**src/rtl/uart_cmd_pkg.sv**
```systemverilog
// rtl/uart_cmd_pkg.sv - shared states, error codes, ASCII constants and hex helpers
package uart_cmd_pkg;

  localparam logic [1:0] ST_COLLECT = 2'd0;
  localparam logic [1:0] ST_PARSE   = 2'd1;
  localparam logic [1:0] ST_BUS     = 2'd2;
  localparam logic [1:0] ST_RESP    = 2'd3;

  // Error codes are held as the ASCII digit sent after 'E'; 0 means no error
  localparam logic [7:0] ERR_NONE     = 8'h00;
  localparam logic [7:0] ERR_UNKNOWN  = 8'h31;
  localparam logic [7:0] ERR_SYNTAX   = 8'h32;
  localparam logic [7:0] ERR_NON_HEX  = 8'h33;
  localparam logic [7:0] ERR_OVERFLOW = 8'h34;
  localparam logic [7:0] ERR_TIMEOUT  = 8'h35;
  localparam logic [7:0] ERR_BAD_TGT  = 8'h36;

  localparam logic [7:0] CH_CR = 8'h0D;
  localparam logic [7:0] CH_LF = 8'h0A;
  localparam logic [7:0] CH_BS = 8'h08;
  localparam logic [7:0] CH_SP = 8'h20;

  function automatic logic is_hex(input logic [7:0] c);
    return ((c >= 8'h30) && (c <= 8'h39)) ||
           ((c >= 8'h61) && (c <= 8'h66)) ||
           ((c >= 8'h41) && (c <= 8'h46));
  endfunction

  // Only meaningful when is_hex(c) holds
  function automatic logic [3:0] hex2nib(input logic [7:0] c);
    logic [7:0] v;
    if (c <= 8'h39)      v = c - 8'h30;
    else if (c >= 8'h61) v = c - 8'h57;
    else                 v = c - 8'h37;
    return v[3:0];
  endfunction

  // Uppercase ASCII digit for a nibble
  function automatic logic [7:0] nib2hex(input logic [3:0] n);
    return (n < 4'd10) ? (8'h30 + {4'd0, n}) : (8'h37 + {4'd0, n});
  endfunction

endpackage

```
**src/rtl/uart_cmd_tx_seq.sv**
```systemverilog
// rtl/uart_cmd_tx_seq.sv - serialises a captured response buffer onto tx ready/valid
module uart_cmd_tx_seq
  import uart_cmd_pkg::*;
#(
  parameter int MAXLEN = 6,
  parameter int LW     = $clog2(MAXLEN + 1)
) (
  input  logic                clk_i,
  input  logic                rst_i,
  input  logic                load_i,
  input  logic [MAXLEN*8-1:0] buf_i,
  input  logic [LW-1:0]       len_i,
  output logic                tx_valid_o,
  output logic [7:0]          tx_byte_o,
  input  logic                tx_ready_i,
  output logic                done_o
);

  logic [MAXLEN*8-1:0] buf_q;
  logic [LW-1:0]       len_q;
  logic [LW-1:0]       ptr_q;
  logic                active_q;
  logic                last;

  assign last       = (ptr_q == LW'(len_q - 1'b1));
  assign done_o     = active_q & tx_ready_i & last;
  assign tx_valid_o = active_q;
  // Byte 0 sits in the low bits; output is forced to zero when idle
  assign tx_byte_o  = active_q ? buf_q[{ptr_q, 3'b000} +: 8] : 8'h00;

  // Capture the buffer on load, step the pointer on each handshake
  always_ff @(posedge clk_i or posedge rst_i) begin
    if (rst_i) begin
      buf_q    <= '0;
      len_q    <= '0;
      ptr_q    <= '0;
      active_q <= 1'b0;
    end else if (load_i) begin
      buf_q    <= buf_i;
      len_q    <= len_i;
      ptr_q    <= '0;
      active_q <= 1'b1;
    end else if (active_q && tx_ready_i) begin
      if (last) active_q <= 1'b0;
      else      ptr_q    <= ptr_q + 1'b1;
    end
  end

endmodule

```
**src/rtl/uart_cmd_bus.sv**
```systemverilog
// rtl/uart_cmd_bus.sv - ASCII command line to bus read/write bridge with run control
module uart_cmd_bus
  import uart_cmd_pkg::*;
#(
  parameter int ADDR_W   = 16,
  parameter int DATA_W   = 16,
  parameter int N_TGT    = 2,
  parameter int LINE_MAX = 16,
  parameter int TIMEOUT  = 255
) (
  input  logic              clk_i,
  input  logic              rst_i,
  input  logic              rx_valid_i,
  input  logic [7:0]        rx_byte_i,
  output logic              rx_busy_o,
  output logic              tx_valid_o,
  output logic [7:0]        tx_byte_o,
  input  logic              tx_ready_i,
  output logic [N_TGT-1:0]  bus_cs_o,
  output logic              bus_we_o,
  output logic [ADDR_W-1:0] bus_addr_o,
  output logic [DATA_W-1:0] bus_wdata_o,
  input  logic [DATA_W-1:0] bus_rdata_i,
  input  logic              bus_rdy_i,
  output logic              run_o
);

  localparam int AD       = ADDR_W / 4;
  localparam int DD       = DATA_W / 4;
  localparam int RD_LEN   = 3 + AD;
  localparam int WR_DATA0 = 4 + AD;
  localparam int WR_LEN   = 4 + AD + DD;
  localparam int RESP_MAX = (DD + 2 > 4) ? DD + 2 : 4;
  localparam int RLW      = $clog2(RESP_MAX + 1);
  localparam int IW       = $clog2(LINE_MAX + 1);
  localparam int LIW      = (LINE_MAX > 1) ? $clog2(LINE_MAX) : 1;
  localparam int TW       = $clog2(TIMEOUT + 1);

  logic [1:0]        state_q, state_d;
  logic [IW-1:0]     idx_q, idx_d;
  logic              ovf_q, ovf_d;
  logic [TW-1:0]     tmo_q, tmo_d;
  logic [N_TGT-1:0]  cs_q, cs_d;
  logic              we_q, we_d;
  logic [ADDR_W-1:0] addr_q, addr_d;
  logic [DATA_W-1:0] wdata_q, wdata_d;
  logic              run_q, run_d;
  logic [7:0]        line_q [LINE_MAX];
  logic              wr_en;

  logic                  load;
  logic [RESP_MAX*8-1:0] resp_buf;
  logic [RLW-1:0]        resp_len;
  logic                  tx_done;

  logic [7:0]        cmd;
  logic [3:0]        p_tgt;
  logic [ADDR_W-1:0] p_addr;
  logic [DATA_W-1:0] p_data;
  logic              addr_hex_ok;
  logic              data_hex_ok;
  logic [7:0]        p_err;

  // Two characters followed by CR LF: "OK" and "E<n>" replies
  function automatic logic [RESP_MAX*8-1:0] short_resp(input logic [7:0] a, input logic [7:0] b);
    logic [RESP_MAX*8-1:0] r;
    r        = '0;
    r[7:0]   = a;
    r[15:8]  = b;
    r[23:16] = CH_CR;
    r[31:24] = CH_LF;
    return r;
  endfunction

  // Decode and validate the collected line; the result is only used in PARSE
  always_comb begin
    cmd         = line_q[0];
    p_tgt       = hex2nib(line_q[1]);
    addr_hex_ok = is_hex(line_q[1]);
    data_hex_ok = 1'b1;
    p_addr      = '0;
    p_data      = '0;
    for (int i = 0; i < AD; i++) begin
      addr_hex_ok = addr_hex_ok & is_hex(line_q[3+i]);
      p_addr[ADDR_W-1-4*i -: 4] = hex2nib(line_q[3+i]);
    end
    for (int i = 0; i < DD; i++) begin
      data_hex_ok = data_hex_ok & is_hex(line_q[WR_DATA0+i]);
      p_data[DATA_W-1-4*i -: 4] = hex2nib(line_q[WR_DATA0+i]);
    end
    p_err = ERR_NONE;
    if (ovf_q) begin
      p_err = ERR_OVERFLOW;
    end else if (cmd != "r" && cmd != "w" && cmd != "g" && cmd != "h") begin
      p_err = ERR_UNKNOWN;
    end else if (cmd == "r") begin
      if (idx_q != IW'(RD_LEN) || line_q[2] != CH_SP) p_err = ERR_SYNTAX;
      else if (!addr_hex_ok)                          p_err = ERR_NON_HEX;
      else if (32'(p_tgt) >= N_TGT)                   p_err = ERR_BAD_TGT;
    end else if (cmd == "w") begin
      if (idx_q != IW'(WR_LEN) || line_q[2] != CH_SP || line_q[3+AD] != CH_SP)
        p_err = ERR_SYNTAX;
      else if (!addr_hex_ok || !data_hex_ok) p_err = ERR_NON_HEX;
      else if (32'(p_tgt) >= N_TGT)          p_err = ERR_BAD_TGT;
    end else if (idx_q != IW'(1)) begin
      p_err = ERR_SYNTAX;
    end
  end

  // Command FSM: collect line, parse, run bus cycle, hand reply to the sequencer
  always_comb begin
    state_d  = state_q;
    idx_d    = idx_q;
    ovf_d    = ovf_q;
    tmo_d    = tmo_q;
    cs_d     = cs_q;
    we_d     = we_q;
    addr_d   = addr_q;
    wdata_d  = wdata_q;
    run_d    = run_q;
    wr_en    = 1'b0;
    load     = 1'b0;
    resp_buf = '0;
    resp_len = '0;
    case (state_q)
      ST_COLLECT: begin
        if (rx_valid_i) begin
          if (rx_byte_i == CH_CR) begin
            state_d = ST_PARSE;
          end else if (rx_byte_i == CH_LF) begin
            state_d = ST_COLLECT;
          end else if (rx_byte_i == CH_BS) begin
            if (idx_q != '0) idx_d = idx_q - 1'b1;
          end else if (idx_q == IW'(LINE_MAX)) begin
            ovf_d = 1'b1;
          end else begin
            wr_en = 1'b1;
            idx_d = idx_q + 1'b1;
          end
        end
      end
      ST_PARSE: begin
        if (idx_q == '0) begin
          state_d = ST_COLLECT;
        end else if (p_err != ERR_NONE) begin
          state_d  = ST_RESP;
          load     = 1'b1;
          resp_buf = short_resp("E", p_err);
          resp_len = RLW'(4);
        end else if (cmd == "g" || cmd == "h") begin
          run_d    = (cmd == "g");
          state_d  = ST_RESP;
          load     = 1'b1;
          resp_buf = short_resp("O", "K");
          resp_len = RLW'(4);
        end else begin
          state_d = ST_BUS;
          cs_d    = N_TGT'(1) << p_tgt;
          we_d    = (cmd == "w");
          addr_d  = p_addr;
          if (cmd == "w") wdata_d = p_data;
          tmo_d   = '0;
        end
      end
      ST_BUS: begin
        if (bus_rdy_i) begin
          cs_d    = '0;
          state_d = ST_RESP;
          load    = 1'b1;
          if (we_q) begin
            resp_buf = short_resp("O", "K");
            resp_len = RLW'(4);
          end else begin
            for (int i = 0; i < DD; i++)
              resp_buf[8*i +: 8] = nib2hex(bus_rdata_i[DATA_W-1-4*i -: 4]);
            resp_buf[8*DD +: 8]     = CH_CR;
            resp_buf[8*(DD+1) +: 8] = CH_LF;
            resp_len = RLW'(DD + 2);
          end
        end else if (tmo_q == TW'(TIMEOUT - 1)) begin
          cs_d     = '0;
          state_d  = ST_RESP;
          load     = 1'b1;
          resp_buf = short_resp("E", ERR_TIMEOUT);
          resp_len = RLW'(4);
        end else begin
          tmo_d = tmo_q + 1'b1;
        end
      end
      default: begin
        if (tx_done) state_d = ST_COLLECT;
      end
    endcase
    if (state_d == ST_COLLECT && state_q != ST_COLLECT) begin
      idx_d = '0;
      ovf_d = 1'b0;
      tmo_d = '0;
    end
  end

  // Control and bus output registers
  always_ff @(posedge clk_i or posedge rst_i) begin
    if (rst_i) begin
      state_q <= ST_COLLECT;
      idx_q   <= '0;
      ovf_q   <= 1'b0;
      tmo_q   <= '0;
      cs_q    <= '0;
      we_q    <= 1'b0;
      addr_q  <= '0;
      wdata_q <= '0;
      run_q   <= 1'b0;
    end else begin
      state_q <= state_d;
      idx_q   <= idx_d;
      ovf_q   <= ovf_d;
      tmo_q   <= tmo_d;
      cs_q    <= cs_d;
      we_q    <= we_d;
      addr_q  <= addr_d;
      wdata_q <= wdata_d;
      run_q   <= run_d;
    end
  end

  // Line buffer storage; contents beyond the index are never interpreted
  always_ff @(posedge clk_i) begin
    if (wr_en) line_q[idx_q[LIW-1:0]] <= rx_byte_i;
  end

  uart_cmd_tx_seq #(
    .MAXLEN (RESP_MAX),
    .LW     (RLW)
  ) u_tx_seq (
    .clk_i      (clk_i),
    .rst_i      (rst_i),
    .load_i     (load),
    .buf_i      (resp_buf),
    .len_i      (resp_len),
    .tx_valid_o (tx_valid_o),
    .tx_byte_o  (tx_byte_o),
    .tx_ready_i (tx_ready_i),
    .done_o     (tx_done)
  );

  assign rx_busy_o   = (state_q != ST_COLLECT);
  assign bus_cs_o    = cs_q;
  assign bus_we_o    = we_q;
  assign bus_addr_o  = addr_q;
  assign bus_wdata_o = wdata_q;
  assign run_o       = run_q;

endmodule

```
**config.mk**
```make
export PLATFORM = sky130hd
export DESIGN_NAME = uart_cmd_bus
export DESIGN_NICKNAME = d
export VERILOG_FILES = /design/src/rtl/uart_cmd_pkg.sv /design/src/rtl/uart_cmd_tx_seq.sv /design/src/rtl/uart_cmd_bus.sv
export SDC_FILE = /design/constraint.sdc
export NUM_CORES = 1
export LEC_CHECK = 0
export CORE_ASPECT_RATIO = 1.4
export CORE_UTILIZATION = 40
export CTS_CLUSTER_SIZE = 8
export DETAILED_ROUTE_END_ITERATION = 8
export HOLD_SLACK_MARGIN = 0.08
export PLACE_DENSITY_LB_ADDON = 0.15
export SYNTH_ARGS = -nofsm -noshare
export SYNTH_HDL_FRONTEND = slang
export SYNTH_SLANG_ARGS = --single-unit
```
**constraint.sdc**
```tcl
create_clock -name clk_i -period 8.8 [get_ports clk_i]
set_clock_uncertainty 0.1 [all_clocks]
set_input_delay 1.32 -clock clk_i [delete_from_list [all_inputs] [get_ports clk_i]]
set_output_delay 1.32 -clock clk_i [all_outputs]
set_load 0.03 [all_outputs]
```
==> impl_metrics.py, run 1 <==
metrics = {
    "place": {
        "place_congestion": 0.867,
        "port-buffer-count": 73,
        "hpwl_um": 17200,
        "place_inst": 1259,
        "dpl_worst_slack_ns": 3.85,
        "placed_area_um2": 11100,
    },
    "global_route": {
        "grt_pass1_wl_um": 38300,
        "grt_overflow": 0,
        "grt_usage_pct": 19.5,
        "grt_pass1_vias": 6997,
        "grt_max_degree": 61,
        "antenna_found_initial": 0,
    },
    "floorplanning": {
        "dieHeight_um": 190,
        "io-pin-count": 75,
        "num_rows": 68,
        "die_x_um": 136,
        "coreArea_um2": 24700,
        "die-area_um2": 25800,
        "initial_core_util_pct": 40.7,
    },
    "worst_setup_path": {
        "required_ns": 9.00,
        "cp_cell_sequence": "clkdlybuf4s50_1 -> nor4b_1 -> o211ai_1 -> a2111oi_2 -> o32ai_1 -> o21a_1 -> nor2_1 -> nand4_1 -> o311ai_0",
        "end_kind": "flop",
        "cp.buffers_inverters": 1,
        "cp_top_family": "compound AO/OA/AOI/OAI gates",
        "path_max_fanout": 13,
        "startpoint_type": "input port",
        "critPathSlowestCell": "clkdlybuf4s50_1",
        "crit_type": "input port to flop",
        "cp_data_arrival_time_ns": 4.73,
        "max_stage_delay_ns": 0.83,
    },
    "pwr": {
        "p_leak_nw": 4.64,
        "powerDensity_nw_per_um2": 232,
        "ir_worst_vdd_uv": 154,
    },
    "logic_synthesis": {
        "ys_seq_area_share_pct": 50.1,
        "synth_top_flop_cell": "edfxtp_1",
        "synth.cell_area_um2": 10000,
        "syn-num-nets": 965,
        "yosys-top-cells-count": "edfxtp_1, dfrtp_1, nor2_1, nand2_1, inv_1",
        "synth_edf_count": 96,
        "post-synth-top-area-cell": "edfxtp_1",
        "yosys_warnings": 0,
        "synth_area_leaders": "edfxtp_1, dfrtp_1, ha_1, mux2_4, mux2_2",
        "ys_seq_elements": 182,
        "syn_inst": 887,
        "synthArstFlopShare_pct": 47.3,
        "synth.top_cell.area_share_pct": 28.7,
        "synth_most_common_cell": "edfxtp_1",
        "avgSynthCellArea_um2": 11.3,
        "ys_types": 77,
    },
    "detailed_routing": {
        "via_per_inst": 5.47,
        "routedWlPerCell_um": 18.3,
        "top_layer": "met4",
        "drc": 0,
        "ant_nets": 0,
        "drt-pass1-iter-count": 4,
        "first_iter_violations": 439,
        "route.met2.wl_um": 12600,
        "via_count": 7063,
        "met3_length_um": 580,
        "met1_length_um": 10000,
        "wirelength_um": 23700,
    },
    "clock_tree": {
        "root_buffer": "clkbuf_16",
        "cts_setup_buffers": 0,
        "clk_latency_ns": 0.43,
        "cts_tree": "done",
        "tritoncts_num_sinks": 182,
        "clk_pin_slew_ns": 0.07,
        "post_cts_resized": 0,
        "clockBufferDepth": 2,
        "postCtsHoldBufs": 0,
        "htree_levels": 4,
        "cts_buffers": 17,
    },
    "job": {
        "drv_cap": 0,
    },
    "timing": {
        "setup_slack_ns": 4.27,
        "slew_viol_final": 0,
        "fmax_mhz": 221,
        "setup-tns-final_ns": 0,
        "setup_violations": 0,
        "relSlewSlack_pct": 30.8,
        "rsz0062_at_grt": "no",
        "period_share_pct": 51.4,
        "finalHoldViolations": 0,
        "tightest_slew_ns": 1.03,
        "finalCriticalPeriod_ns": 4.53,
        "holdWs_ns": 0.389,
    },
    "layout": {
        "area_growth_pct": 16.4,
        "nets": 1041,
        "final_cells": 1291,
        "stdcell_area_um2": 11700,
        "drive_gt1_share_pct": 12.0,
        "nFillCells": 2319,
        "antennaDiodeCount": 0,
    },
    "hold_path": {
        "hold_path.class": "flop to flop",
    },
    "status": {
        "outcome": "complete, no violations",
    },
}
==> flip-flops by register name, summed over array words and instances, names as in the netlist <==
signal and cells:
tmo_q 8, idx_q 5, u_tx_seq.len_q 2, u_tx_seq.buf_q 28
ovf_q 1, bus_wdata_o 16, u_tx_seq.tx_valid_o 1, line_q 96
bus_addr_o 16, u_tx_seq.ptr_q 3, bus_cs_o 2, state_q 2
bus_we_o 1, run_o 1
==> path summary, 6_finish.rpt <==
kind                            depth (start not counted)           start  slack [ns]           endpoint
worst max register to register                         10   line_q[11][1]        4.89  u_tx_seq.len_q[2]
worst min register to register                          1  bus_wdata_o[2]        0.39     bus_wdata_o[2]
worst min-delay path                                    1  bus_wdata_o[2]        0.39     bus_wdata_o[2]
min in group asynchronous                               2           rst_i        1.12      bus_addr_o[2]
worst max-delay path                                    9    rx_byte_i[3]        4.27           tmo_q[3]
max in group asynchronous                               3           rst_i        6.29     bus_wdata_o[8]
==> kinds of logic (layout without fill, tap and decap cells) <==
| group | count (synthesis) | count (layout) | synth area share (%) |
|---|---|---|---|
| buf+inv | 77 | 166 | 3.23 |
| mux | 76 | 76 | 10.0 |
| xor+xnor | 37 | 37 | 3.23 |
| other cells | 1 | 1 | 0.0373 |
| flops | 182 | 182 | 50.1 |
| fa+ha+maj | 49 | 49 | 6.10 |
| compound gates | 158 | 158 | 10.5 |
| simple gates | 307 | 307 | 16.8 |
==> per-stage QoR <==
stage / utilization, % / power [mW]
3_5_place_dp: 45.0 / 1.96
5_1_grt: 47.4 / 2.84
2_1_floorplan: - / 1.69
4_1_cts: 47.4 / 2.73
3_3_place_gp: 45.0 / 1.95
6_report: 47.4 / 2.71
==> layout make-up <==
type	instances	area, µm²	share of cell area (%)
repair buffers	82	798	6.83
inverters	52	196	1.68
multi-input cells	628	4690	40.1
clock buffers	18	429	3.67
clock inverters	14	149	1.27
flip-flops and latches	182	5030	43.1
well taps	315	394	3.37
==> routing by layer <==
| layer | track usage [%] | vias to the layer above |
|---|---|---|
| li1 | - | 3410 |
| met1 | 23.6 | 3504 |
| met2 | 35.4 | 124 |
| met3 | 2.60 | 25 |
| met4 | 6.11 | 0 |
| met5 | 0 | - |
==> where the power goes <==
part | internal [mW] | leakage (nW) | total, mW | switching [mW]
combinational | 0.366 | 2.35 | 0.824 | 0.459
sequential | 1.01 | 2.01 | 1.12 | 0.113
clock | 0.421 | 0.274 | 0.765 | 0.343
total | 1.79 | 4.64 | 2.71 | 0.915
==> worst register-to-register path: stages, from the launching register on <==
cell	delay (ns)
edfxtp_1	0.44
inv_1	0.12
ha_1	0.18
o21bai_1	0.10
a2111oi_0	0.40
a21oi_1	0.10
nor3_1	0.36
a31oi_1	0.38
o311ai_2	0.41
nand2_2	0.63
or2_2	0.57
==> placed cells by master, fill, tap and decap left out, types with 10 or more instances in the layout <==
cell type        count
nand4_1             21
nand2_1             61
nor2_1              66
and3_1              19
nor2b_1             18
inv_1               51
nand3b_1            10
nor3_1              19
nand2b_1            13
mux2_4              24
edfxtp_1            96
dfrtp_1             86
nand3_1             26
a21oi_1             31
xnor2_1             34
clkdlybuf4s50_1     73
o21ai_0             44
mux2_2              30
ha_1                49
clkbuf_16           17
a31oi_1             11
Note: power is estimated with default switching activity, not from simulation.
==> inputs of run 2 (changes only) <==
clock period = 4.6 ns   (was 8.8 ns; I/O delays follow)
==> run 2 against run 1 <==
Utilization rose by 0.63 points. Final cell count is 0.93% higher. Sequential share of layout area fell by 0.57 points. Sequential power grew 91%. Clock power grew 100%. Die area unchanged. Clock-buffer cell count increased by 2. Power increased by 96%. Combinational power rose by 95%. Wire length shrank 0.31%. Critical path depth rose by 2.
==> impl_metrics.py, run 2 (synthesis results as in run 1) <==
metrics = {
    "clock_tree": {
        "cts_setup_buffers": 0,
        "clk_latency_ns": 0.44,
        "tritoncts_num_sinks": 182,
        "postCtsHoldBufs": 0,
        "root_buffer": "clkbuf_16",
        "cts_buffers": 17,
        "clk_pin_slew_ns": 0.07,
        "clockBufferDepth": 2,
        "cts_tree": "done",
        "post_cts_resized": 0,
        "htree_levels": 4,
    },
    "timing": {
        "tightest_slew_ns": 0.911,
        "finalHoldViolations": 0,
        "fmax_mhz": 264,
        "relSlewSlack_pct": 39.0,
        "finalCriticalPeriod_ns": 3.79,
        "slew_viol_final": 0,
        "rsz0062_at_grt": "no",
        "setup_violations": 0,
        "setup-tns-final_ns": 0,
        "period_share_pct": 82.4,
    },
    "detailed_routing": {
        "routedWlPerCell_um": 18.1,
        "ant_nets": 0,
        "via_count": 7125,
        "drt-pass1-iter-count": 5,
        "drc": 0,
        "wirelength_um": 23600,
        "via_per_inst": 5.47,
        "first_iter_violations": 408,
    },
    "layout": {
        "layout_common_cells": "edfxtp_1, dfrtp_1, clkdlybuf4s50_1",
        "finish.utilization_pct": 48.0,
        "largest_reg_flops": 96,
        "area_growth_pct": 17.9,
        "final_common_cell": "edfxtp_1",
        "nFillCells": 2313,
        "antennaDiodeCount": 0,
        "nets": 1053,
        "drive_gt1_share_pct": 12.9,
    },
    "global_route": {
        "grt_max_degree": 39,
        "grt_pass1_wl_um": 38000,
        "grt_usage_pct": 19.5,
        "grt_overflow": 0,
        "grt_pass1_vias": 6907,
        "antenna_found_initial": 0,
    },
    "pwr": {
        "ir_worst_vdd_uv": 276,
        "powerDensity_nw_per_um2": 448,
        "p_leak_nw": 4.74,
    },
    "place": {
        "hpwl_um": 17600,
        "place_congestion": 0.894,
        "port-buffer-count": 73,
    },
    "floorplanning": {
        "die-area_um2": 25800,
        "coreArea_um2": 24700,
        "io-pin-count": 75,
        "num_rows": 68,
        "initial_core_util_pct": 40.7,
        "dieHeight_um": 190,
        "die_x_um": 136,
    },
    "worst_setup_path": {
        "path_max_fanout": 17,
        "startpoint_type": "flop",
        "end_kind": "flop",
        "cp_data_arrival_time_ns": 4.01,
        "crit_type": "flop to flop",
        "required_ns": 4.82,
    },
    "job": {
        "drv_cap": 0,
    },
    "hold_path": {
        "hold_path.class": "flop to flop",
    },
    "status": {
        "outcome": "complete, no violations",
    },
}
==> run 2: cell types whose count changed in the layout (fill, tap and decap cells not counted), sizes merged <==
cell | previous run | this run
buf | 9 | 21
inv | 55 | 53
clkbuf | 18 | 20
clkinv | 5 | 7
clkinvlp | 4 | 0
bufinv | 2 | 4
==> run 2: worst paths after layout <==
kind                           startpoint                  to  slack, ns  depth (start not counted)
setup / recovery            line_q[11][0]  u_tx_seq.buf_q[28]       0.81                         11
hold / removal             bus_wdata_o[0]      bus_wdata_o[0]       0.39                          1
setup reg to reg            line_q[11][0]  u_tx_seq.buf_q[28]       0.81                         11
hold reg to reg            bus_wdata_o[0]      bus_wdata_o[0]       0.39                          1
max in group asynchronous           rst_i      bus_wdata_o[6]       3.03                          3
min in group asynchronous           rst_i   u_tx_seq.len_q[1]       0.55                          2
==> run 2: layout make-up <==
type | count | area (µm²) | area share [%]
sequential | 182 | 5030 | 42.5
multi-input combinational | 628 | 4690 | 39.6
timing repair buffer | 94 | 901 | 7.61
clock buffer | 20 | 458 | 3.87
tap | 315 | 394 | 3.33
inverter | 52 | 196 | 1.66
clock inverter | 12 | 174 | 1.47
==> run 2: metal layers <==
metal | up-vias | share of wire, % | routed length [µm] | global-route usage [%]
met2 | 137 | 54 | 12600 | 35.4
met1 | 3526 | 42 | 9880 | 23.4
met5 | - | 0 | 0 | 0
li1 | 3436 | - | - | -
met4 | 0 | 1.8 | 427 | 6.07
met3 | 26 | 2.7 | 641 | 2.78
==> run 2: report_power, final <==
| part | switching [mW] | leakage, nW | internal [mW] |
|---|---|---|---|
| sequential | 0.210 | 2.01 | 1.93 |
| clock | 0.616 | 0.311 | 0.943 |
| combinational | 0.871 | 2.42 | 0.738 |
| total | 1.70 | 4.74 | 3.61 |
==> run 2: critical path, cell delays in order, from the launching register on <==
cell and delay (ns):
edfxtp_1 0.44, inv_1 0.12, ha_1 0.18, o21bai_1 0.10, a2111oi_0 0.43, a21oi_1 0.11, nor3_1 0.36, a31oi_1 0.39
o311ai_2 0.45, nand2_2 0.40, buf_12 0.30, mux2_4 0.30
==> run 2: through the flow <==
| stage | instance area (µm²) | std cells | total power, mW | hold slack, ns | setup slack, ns |
|---|---|---|---|---|---|
| 3_5_place_dp | 11200 | 1271 | 3.79 | 0.382 | 0.407 |
| 2_1_floorplan | 10000 | 887 | 3.24 | 0.362 | 1.53 |
| 4_1_cts | 11800 | 1303 | 5.36 | 0.398 | 0.777 |
| 3_3_place_gp | 11200 | 1271 | 3.77 | 0.372 | 0.436 |
| 6_report | 11800 | 1303 | 5.31 | 0.390 | 0.810 |
| 5_1_grt | 11800 | 1303 | 5.57 | 0.413 | 0.578 |
